[src/rtl/uart_rx_os16.sv]
// UART receiver fed by a one-cycle 16x-oversample enable (rx_tick); delivers words with a valid/ack handshake.
// Optional parity bit after the data bits: define UART_RX_PARITY_EN (sense selected by PARITY_ODD).
module uart_rx_os16 #(
    parameter int DATA_BITS  = 8,
    parameter bit PARITY_ODD = 1'b0
) (
    input  logic                 clk_50,
    input  logic                 RESET,
    input  logic                 rx_tick,
    input  logic                 rxd,
    output logic [DATA_BITS-1:0] data_out,
    output logic                 data_valid,
    input  logic                 data_ack,
    output logic                 frame_err,
    output logic                 parity_err,
    output logic                 overrun,
    output logic                 busy
);

    typedef enum logic [2:0] {
        S_IDLE,
        S_START,
        S_DATA,
        S_PARITY,
        S_STOP,
        S_BREAK
    } state_e;

    localparam logic [2:0] LAST_BIT = 3'(DATA_BITS - 1);

`ifdef UART_RX_PARITY_EN
    localparam state_e AFTER_DATA = S_PARITY;
`else
    localparam state_e AFTER_DATA = S_STOP;
`endif

    state_e               state_q, state_d;
    logic [3:0]           tick_cnt_q, tick_cnt_d;
    logic [2:0]           bit_cnt_q, bit_cnt_d;
    logic [DATA_BITS-1:0] shift_q, shift_d;
    logic                 sync_q, rxs_q;

    logic [DATA_BITS-1:0] data_q, data_d;
    logic                 valid_q, valid_d;
    logic                 overrun_q, overrun_d;
    logic                 frame_err_q, frame_err_d;
    logic                 stop_sample;
    logic                 deliver;
    logic                 parity_ok;

    // NOTE: rxd is asynchronous to clk_50; two flops resolve metastability before any decision sees it.
    always_ff @(posedge clk_50 or posedge RESET) begin
        if (RESET) begin
            sync_q <= 1'b1;
            rxs_q  <= 1'b1;
        end else begin
            sync_q <= rxd;
            rxs_q  <= sync_q;
        end
    end

    // NOTE: sequential state uses non-blocking assignments so every flop samples pre-edge values.
    always_ff @(posedge clk_50 or posedge RESET) begin
        if (RESET) begin
            state_q    <= S_IDLE;
            tick_cnt_q <= '0;
            bit_cnt_q  <= '0;
            shift_q    <= '0;
        end else begin
            state_q    <= state_d;
            tick_cnt_q <= tick_cnt_d;
            bit_cnt_q  <= bit_cnt_d;
            shift_q    <= shift_d;
        end
    end

    // NOTE: every combinational output gets a default first, so no path can infer a latch.
    always_comb begin
        state_d    = state_q;
        tick_cnt_d = tick_cnt_q;
        bit_cnt_d  = bit_cnt_q;
        shift_d    = shift_q;
        if (rx_tick) begin
            tick_cnt_d = tick_cnt_q + 4'd1;
            case (state_q)
                S_IDLE: begin
                    tick_cnt_d = '0;
                    if (!rxs_q) state_d = S_START;
                end
                S_START: begin
                    // Mid start bit: a line that is high again was a glitch.
                    if (tick_cnt_q == 4'd7) begin
                        tick_cnt_d = '0;
                        bit_cnt_d  = '0;
                        state_d    = rxs_q ? S_IDLE : S_DATA;
                    end
                end
                S_DATA: begin
                    if (tick_cnt_q == 4'd15) begin
                        tick_cnt_d = '0;
                        shift_d    = {rxs_q, shift_q[DATA_BITS-1:1]};
                        bit_cnt_d  = bit_cnt_q + 3'd1;
                        if (bit_cnt_q == LAST_BIT) state_d = AFTER_DATA;
                    end
                end
                S_PARITY: begin
                    if (tick_cnt_q == 4'd15) begin
                        tick_cnt_d = '0;
                        state_d    = S_STOP;
                    end
                end
                S_STOP: begin
                    if (tick_cnt_q == 4'd15) begin
                        tick_cnt_d = '0;
                        state_d    = rxs_q ? S_IDLE : S_BREAK;
                    end
                end
                S_BREAK: begin
                    // A held-low line must go high before a new start bit is accepted.
                    tick_cnt_d = '0;
                    if (rxs_q) state_d = S_IDLE;
                end
                default: state_d = S_IDLE;
            endcase
        end
    end

`ifdef UART_RX_PARITY_EN
    logic par_bit_q;
    logic parity_err_q;

    always_ff @(posedge clk_50 or posedge RESET) begin
        if (RESET) begin
            par_bit_q    <= 1'b0;
            parity_err_q <= 1'b0;
        end else begin
            if (rx_tick && state_q == S_PARITY && tick_cnt_q == 4'd15) par_bit_q <= rxs_q;
            parity_err_q <= stop_sample && rxs_q && !parity_ok;
        end
    end

    assign parity_ok  = (par_bit_q == ((^shift_q) ^ PARITY_ODD));
    assign parity_err = parity_err_q;
`else
    logic unused_parity_odd;
    assign unused_parity_odd = PARITY_ODD;
    assign parity_ok         = 1'b1;
    assign parity_err        = 1'b0;
`endif

    always_comb begin
        stop_sample = rx_tick && (state_q == S_STOP) && (tick_cnt_q == 4'd15);
        deliver     = stop_sample && rxs_q && parity_ok;
        frame_err_d = stop_sample && !rxs_q;
        busy        = (state_q != S_IDLE);

        data_d    = data_q;
        valid_d   = valid_q;
        overrun_d = overrun_q;
        if (data_ack && valid_q) begin
            valid_d   = 1'b0;
            overrun_d = 1'b0;
        end
        // A delivery on top of an unacknowledged word replaces it and marks the loss.
        if (deliver) begin
            data_d  = shift_q;
            valid_d = 1'b1;
            if (valid_q && !data_ack) overrun_d = 1'b1;
        end
    end

    always_ff @(posedge clk_50 or posedge RESET) begin
        if (RESET) begin
            data_q      <= '0;
            valid_q     <= 1'b0;
            overrun_q   <= 1'b0;
            frame_err_q <= 1'b0;
        end else begin
            data_q      <= data_d;
            valid_q     <= valid_d;
            overrun_q   <= overrun_d;
            frame_err_q <= frame_err_d;
        end
    end

    assign data_out   = data_q;
    assign data_valid = valid_q;
    assign overrun    = overrun_q;
    assign frame_err  = frame_err_q;

endmodule

[config.mk]
export PLATFORM = sky130hd
export DESIGN_NAME = uart_rx_os16
export DESIGN_NICKNAME = d
export VERILOG_FILES = /design/src/rtl/uart_rx_os16.sv
export SDC_FILE = /design/constraint.sdc
export NUM_CORES = 1
export LEC_CHECK = 0
export CORE_MARGIN = 4
export CORE_UTILIZATION = 58
export DETAILED_ROUTE_END_ITERATION = 8
export MAX_ROUTING_LAYER = met4
export PLACE_DENSITY = 0.94
export SETUP_SLACK_MARGIN = 0.1
export SYNTH_ARGS = -nofsm -noshare
export SYNTH_HDL_FRONTEND = slang
export SYNTH_SLANG_ARGS = --single-unit
export TNS_END_PERCENT = 20
[constraint.sdc]
create_clock -name clk_50 -period 3.64 [get_ports clk_50]
set_clock_uncertainty 0.15 [all_clocks]
set_input_delay 0.728 -clock clk_50 [delete_from_list [all_inputs] [get_ports clk_50]]
set_output_delay 0.728 -clock clk_50 [all_outputs]
set_load 0.005 [all_outputs]
Word-level counts from Yosys, hierarchy flattened
Index checks and enable logic that the tools add are counted.
{"block": "totals", "regBits": 31, "inputBits": 5, "word_cells": 65}
{"block": "op_classes", "n_eq_ne": 15, "n_addsub": 2, "n_reduce_logical": 17, "muxes": 21}
{"operator": "2-to-1 mux 3 bit", "n": 10}
{"operator": "one-hot mux 3 bit (6 select lines)", "n": 1}
{"operator": "inequality test 2 bit (second input constant)", "n": 7}
{"operator": "one-hot mux 4 bit (3 select lines)", "n": 1}
{"operator": "== test 3 bit (second input constant)", "n": 3}
{"operator": "2-to-1 mux 4 bit", "n": 2}
{"operator": "AND reduction 8 bit", "n": 1}
{"operator": "== test 3 x 2 -> 1 bit (second input constant)", "n": 2}
{"operator": "logical AND 1 bit", "n": 6}
{"operator": "one-hot mux 3 bit (2 select lines)", "n": 1}
{"operator": "2-to-1 mux 1 bit", "n": 5}
{"operator": "adder 4 x 1 -> 4 bit (second input constant)", "n": 1}
{"operator": "== test 4 x 3 -> 1 bit (second input constant)", "n": 1}
{"operator": "== test 4 bit (second input constant)", "n": 1}
{"operator": "AND reduction 4 bit", "n": 1}
{"operator": "nonzero test 2 bit", "n": 2}
{"operator": "adder 3 x 1 -> 3 bit (second input constant)", "n": 1}
{"operator": "== test 3 x 1 -> 1 bit (second input constant)", "n": 1}
{"operator": "logical NOT 3 bit", "n": 1}
{"operator": "AND reduction 3 bit", "n": 1}
{"operator": "nonzero test 3 bit", "n": 1}
{"operator": "OR reduction 3 bit", "n": 1}
{"operator": "logical NOT 1 bit", "n": 2}
{"operator": "2-to-1 mux 2 bit", "n": 1}
{"operator": "OR reduction 2 bit", "n": 1}

Longest topological paths before layout
Gate-level depths: netlist (run 1).
{"block": "logic_depth", "ltp_word": 5, "ltp_mapped": 5, "ltp_nobuf": 5}

Worst setup path after synthesis (run 1)
No wires, ideal clock.
{"block": "synth_timing", "path_kind": "input -> register", "from": "input port rx_tick", "to": "register shift_q[0]", "n_path_buf": 1, "slack_ns": 1.771, "stages": 4, "required_time_ns": 3.362, "arrival_ns": 1.592, "cell_sequence": "nand2_2 > nor4_2 > buf_4 > mux2_1"}
{"block": "synth_via", "elab_chain_len": 1}
{"element": "start, declared", "line_no": "9", "rtl": "input logic rx_tick,"}
{"element": "AND reduction 3 bit (no source line)"}
{"element": "end signal, assigned", "line_no": "73", "rtl": "shift_q <= shift_d;"}
{"element": "end, declared", "line_no": "40", "rtl": "logic [DATA_BITS-1:0] shift_q, shift_d;"}
Every way passes these cells.
A chain may end at the register's enable or synchronous reset.

Worst setup path in the final report (run 1)
{"block": "layout_timing", "from": "register state_q[2]", "to": "output port busy"}
{"block": "layout_via", "elab_chain_len": 1}
{"element": "start, declared", "line_no": "37", "rtl": "state_e state_q, state_d;"}
{"element": "start signal, assigned", "line_no": "70", "rtl": "state_q <= state_d;"}
{"element": "nonzero test 3 bit", "line_no": "155", "rtl": "busy = (state_q != S_IDLE);"}
{"element": "end, declared", "line_no": "17", "rtl": "output logic busy"}
Every way passes these cells.

==> impl_metrics.env, run 1 <==
export IMPL_root_buffer="clkbuf_4"
export IMPL_wl_per_cell_um=15.1
export IMPL_syn_to_final_growth_pct=17.0
export IMPL_clk_pin_slew_ps=100
export IMPL_synth_cell_types=41
export IMPL_avgViaCountPerCell=5.82
export IMPL_rows=18
export IMPL_max_freq_mhz=378
export IMPL_status="finished, final reports clean"
export IMPL_clock_path_buffers=2
export IMPL_avgSynthCellArea_um2=12.5
export IMPL_powerDensity_nw_per_um2=554
export IMPL_drt_initial_drc_count=21
export IMPL_cellLeakagePower_nw=0.814
export IMPL_crit_slowest_cell="dfrtp_1"
export IMPL_fin_tns_setup_ps=0
export IMPL_grt_pass1_vias=1012
export IMPL_r2r_slack_ps=1710
export IMPL_period_needed_ps=2650
export IMPL_wl_um=2530
export IMPL_ir_drop_mv=0.549
export IMPL_gp_congestion=0.858
export IMPL_drv_slew=0
export IMPL_crit_type="reg2out"
export IMPL_drive_above_1_share_pct=20.3
export IMPL_post_cts_resized=0
export IMPL_initial_core_util_pct=60.1
export IMPL_async_flop_share_pct=100
export IMPL_cts_hold_buf=0
export IMPL_max_cap_viol_count=0
export IMPL_synth_seq_area_share_pct=52.7
export IMPL_drcViolationCount=0
export IMPL_clock_sinks=31
export IMPL_die_w_um=58.5
export IMPL_nNetsFinal=145
export IMPL_critical_path_startpoint_type="register"
export IMPL_grt_use_total_pct=18.3
export IMPL_cp_required_ps=2760
export IMPL_cts_tree="yes"
export IMPL_crit_fanout=13
export IMPL_fin_crit_sh_pct=72.7
export IMPL_end_kind="primary output"
export IMPL_yosys_warnings=0
export IMPL_grt_max_degree=31
export IMPL_hold_path_class="reg2reg"
export IMPL_final_common_cell="dfrtp_1"
export IMPL_synth_net_count=126
export IMPL_arrival_ps=1770
export IMPL_dpl_hpwl_um=1850
export IMPL_synthFlopType="dfrtp_1"
export IMPL_rsz0062_at_grt="no"
export IMPL_die_area_um2=3420
export IMPL_whs_ps=213
export IMPL_ant_nets=0
export IMPL_drtPass1Iterations=4
export IMPL_syn_area_um2=1480
export IMPL_num_vias=977
export IMPL_layout_common_cells="dfrtp_1 (29), clkdlybuf4s50_1 (16), mux2_1 (12)"
export IMPL_hold_violations=0
export IMPL_insertion_delay_ps=340
export IMPL_htreeDepth=2
export IMPL_core_um2=2450
export IMPL_grt_pass1_wl_um=4440
export IMPL_cts_buffers=5
export IMPL_synth_edff_count=0
export IMPL_die_h_um=58.5
export IMPL_antenna_found_initial=0
export IMPL_antenna_cells_inserted=0
export IMPL_io_buffer_count=16
export IMPL_ys_ff_latch=31
export IMPL_cpPeakStageDelay_ps=530
export IMPL_cts_setup_buffers=0
export IMPL_finalSetupViolCount=0
export IMPL_overflow=0
export IMPL_syn_inst=118
export IMPL_ios=18
export IMPL_crit_chain="or3_1, clkdlybuf4s50_1"
-- cells in the mapped netlist, types with 3 or more instances --
master	instances	area share (%)
nor2b_1	3	1.3
mux2_2	6	4.6
ha_1	3	2.5
o21ai_1	3	1.0
nand2_1	3	0.76
mux2_1	12	9.2
inv_1	4	1.0
dfrtp_1	29	49
nor2_1	5	1.3
a21oi_1	4	1.4
nor3_1	3	1.0
o21ai_0	5	1.7
-- power by group --
group	internal, W	leakage [nW]	switching, W
combinational	0.000112	0.366	0.000101
clock	0.000162	0.0482	0.000121
sequential	0.000405	0.400	0.0000556
total	0.000679	0.814	0.000277
-- cells by family after synthesis --
logic type / share of synthesized area, %
DFF: 52.7
buffers and inverters: 4.24
AOI/OAI and AO/OA: 11.5
adders and majority gates: 2.54
and+or+nand+nor: 13.3
muxes: 15.4
other: 0.254
-- metal layers --
metal | track usage (%) | share of wire (%) | routed length (um)
met2 | 28.1 | 51 | 1300
met5 | - | 0 | 0
met1 | 20.9 | 41 | 1050
met3 | 4.82 | 4.9 | 123
met4 | 12.3 | 2.6 | 65
-- final timing paths --
kind	end	from	cells past startpoint
hold / removal	rxs_q$_DFF_PP1_	sync_q$_DFF_PP1_	0
setup / recovery	busy	state_q[2]$_DFFE_PP0P_	2
max in group asynchronous	rxs_q$_DFF_PP1_	RESET	3
min in group asynchronous	sync_q$_DFF_PP1_	RESET	2
setup reg to reg	tick_cnt_q[3]$_DFFE_PP0P_	state_q[2]$_DFFE_PP0P_	4
hold reg to reg	rxs_q$_DFF_PP1_	sync_q$_DFF_PP1_	0
-- flip-flops by register name (all words and copies together) (netlist names), named ones only --
name,flops
tick_cnt_q,4
bit_cnt_q,3
data_valid,1
data_out,8
sync_q,1
shift_q,8
rxs_q,1
frame_err,1
state_q,3
-- final cells by class --
class | count | area, um^2
Sequential cell | 31 | 778
Fill cell | 185 | 727
Multi-Input combinational cell | 77 | 636
Timing Repair Buffer | 18 | 175
Clock buffer | 6 | 51.3
Tap cell | 30 | 37.5
Clock inverter | 2 | 35.0
Inverter | 4 | 15.0
-- worst max-delay path, delay by kind of cell, from the launching register on --
family                 cells  cell delay (ps)
DFF                        1              530
and+or+nand+nor            1              440
buffers and inverters      1              450
-- metrics by stage --
step                total power [W]  instance area, um^2  util (%)  cells  setup slack, ps
global route                0.00102                 1730      70.4    168              931
detailed placement         0.000684                 1640      66.9    160             1010
CTS                        0.000970                 1730      70.4    168              969
floorplan                  0.000639                 1480         -    118             1770
global placement           0.000660                 1640      66.9    160             1110
finish                     0.000956                 1730      70.4    168              993
No activity file was read; power rests on OpenSTA's default activity.
==> run 2: changes to the inputs <==
--- a/config.mk
+++ b/config.mk
@@ -6,10 +6,10 @@
 export NUM_CORES = 1
 export LEC_CHECK = 0
 export CORE_MARGIN = 4
-export CORE_UTILIZATION = 58
+export CORE_UTILIZATION = 54
 export DETAILED_ROUTE_END_ITERATION = 8
 export MAX_ROUTING_LAYER = met4
-export PLACE_DENSITY = 0.94
+export PLACE_DENSITY = 0.89
 export SETUP_SLACK_MARGIN = 0.1
 export SYNTH_ARGS = -nofsm -noshare
 export SYNTH_HDL_FRONTEND = slang
==> constraint.sdc (replaced) <==
create_clock -name clk_50 -period 2.53 [get_ports clk_50]
set_clock_uncertainty 0.15 [all_clocks]
set_input_delay 0.506 -clock clk_50 [delete_from_list [all_inputs] [get_ports clk_50]]
set_output_delay 0.506 -clock clk_50 [all_outputs]
set_load 0.005 [all_outputs]
==> run 2 against run 1 <==
  * Register-to-register slack got worse by 1100 ps
  * Worst setup slack got worse by 810 ps
  * Cell count up 0.60%
==> impl_metrics.env, run 2 (synthesis results as in run 1) <==
export IMPL_hold_violations=0
export IMPL_grt_pass1_wl_um=3970
export IMPL_nNetsFinal=146
export IMPL_cpPeakStageDelay_ps=510
export IMPL_io_buffer_count=16
export IMPL_status="finished, final reports clean"
export IMPL_cellLeakagePower_nw=0.814
export IMPL_gp_congestion=0.858
export IMPL_drtPass1Iterations=5
export IMPL_r2r_cells=5
export IMPL_crit_type="reg2out"
export IMPL_drv_slew=0
export IMPL_period_needed_ps=2340
export IMPL_powerDensity_nw_per_um2=783
export IMPL_die_h_um=60.3
export IMPL_ir_drop_mv=0.587
export IMPL_crit_fanout=12
export IMPL_cts_buffers=5
export IMPL_core_um2=2540
export IMPL_drcViolationCount=0
export IMPL_rsz0062_at_grt="no"
export IMPL_cts_hold_buf=0
export IMPL_syn_to_final_growth_pct=17.4
export IMPL_antenna_cells_inserted=0
export IMPL_wl_per_cell_um=14.2
export IMPL_dpl_instance_area_um2=1650
export IMPL_preCtsSetupSlack_ps=135
export IMPL_cp_required_ps=1870
export IMPL_grt_use_met2_pct=24.5
export IMPL_root_buffer="clkbuf_4"
export IMPL_grt_pass1_vias=947
export IMPL_use_met3_pct=5.83
export IMPL_finalSetupViolCount=0
export IMPL_die_area_um2=3630
export IMPL_final_util_pct=68.1
export IMPL_clk_pin_slew_ps=100
export IMPL_max_cap_viol_count=0
export IMPL_fin_crit_sh_pct=92.6
export IMPL_grt_max_degree=32
export IMPL_clock_sinks=31
export IMPL_dpl_hpwl_um=1680
export IMPL_busiest_layer="met2"
export IMPL_die_w_um=60.3
export IMPL_max_freq_mhz=427
export IMPL_design_area_um2=1730
export IMPL_cts_tree="yes"
export IMPL_ios=18
export IMPL_fin_tns_setup_ps=0
export IMPL_min_path_cells=0
export IMPL_initial_core_util_pct=58.0
export IMPL_num_vias=946
export IMPL_clock_path_buffers=2
export IMPL_end_kind="primary output"
export IMPL_antenna_found_initial=0
export IMPL_overflow=0
export IMPL_final_common_cell="dfrtp_1"
export IMPL_crit_chain="or3_1, clkdlybuf4s50_1"
export IMPL_insertion_delay_ps=340
export IMPL_drive_above_1_share_pct=22.3
export IMPL_hold_path_class="reg2reg"
export IMPL_rows=18
export IMPL_htreeDepth=2
export IMPL_arrival_ps=1690
export IMPL_grt_use_total_pct=15.4
export IMPL_ant_nets=0
export IMPL_post_cts_resized=0
export IMPL_crit_slowest_cell="dfrtp_2"
export IMPL_avgViaCountPerCell=5.60
export IMPL_layout_common_cells="dfrtp_1 (27), clkdlybuf4s50_1 (16), mux2_1 (12)"
export IMPL_fin_ws_ps=186
export IMPL_grt_util_met1_pct=17.9
export IMPL_wl_um=2400
export IMPL_drt_initial_drc_count=31
export IMPL_critical_path_startpoint_type="register"
export IMPL_cts_setup_buffers=0
[run 2: cell count changes in the layout (fill, tap and decap cells not counted)]
cell	delta
dfrtp_2	+2
clkinv_4	+1
clkbuf_8	-1
buf_4	+1
dfrtp_1	-2
[run 2: final timing paths]
path	startpoint	to	slack (ps)
setup / recovery	state_q[0]$_DFFE_PP0P_	busy	190
hold / removal	sync_q$_DFF_PP1_	rxs_q$_DFF_PP1_	210
setup reg to reg	tick_cnt_q[0]$_DFFE_PP0P_	data_out[7]$_DFFE_PP0P_	650
hold reg to reg	sync_q$_DFF_PP1_	rxs_q$_DFF_PP1_	210
max in group asynchronous	RESET	sync_q$_DFF_PP1_	1530
min in group asynchronous	RESET	data_out[7]$_DFFE_PP0P_	390
[run 2: final cells by class]
| type | instances | area, um^2 |
|---|---|---|
| clock buffers | 5 | 37.5 |
| clock inverters | 3 | 43.8 |
| fillers | 178 | 812 |
| inverters | 4 | 15.0 |
| multi-input cells | 77 | 636 |
| flip-flops and latches | 31 | 781 |
| well taps | 30 | 37.5 |
| repair buffers | 19 | 183 |
[run 2: worst max-delay path: cells and delay by family (launching register included)]
kind	cells	cell delay (ps)
flops	1	510
simple gates	1	390
buf+inv	1	460
[run 2: routing by layer]
layer	wire length [um]	up-vias
li1	-	461
met1	1080	459
met2	1160	23
met3	124	3
met4	33	0
met5	0	-
[run 2: metrics by stage]
stage / hold slack [ps] / power (W) / cells
after floorplan: 195 / 0.000920 / 118
after global placement: 198 / 0.000952 / 161
after detailed placement: 199 / 0.000981 / 161
after CTS: 214 / 0.00137 / 169
after global routing: 217 / 0.00143 / 169
final: 213 / 0.00136 / 169
[run 2: power breakdown]
part / switching [W] / total (W) / internal [W]
sequential: 0.0000792 / 0.000662 / 0.000583
combinational: 0.000146 / 0.000308 / 0.000161
clock: 0.000180 / 0.000388 / 0.000208
total: 0.000406 / 0.00136 / 0.000952
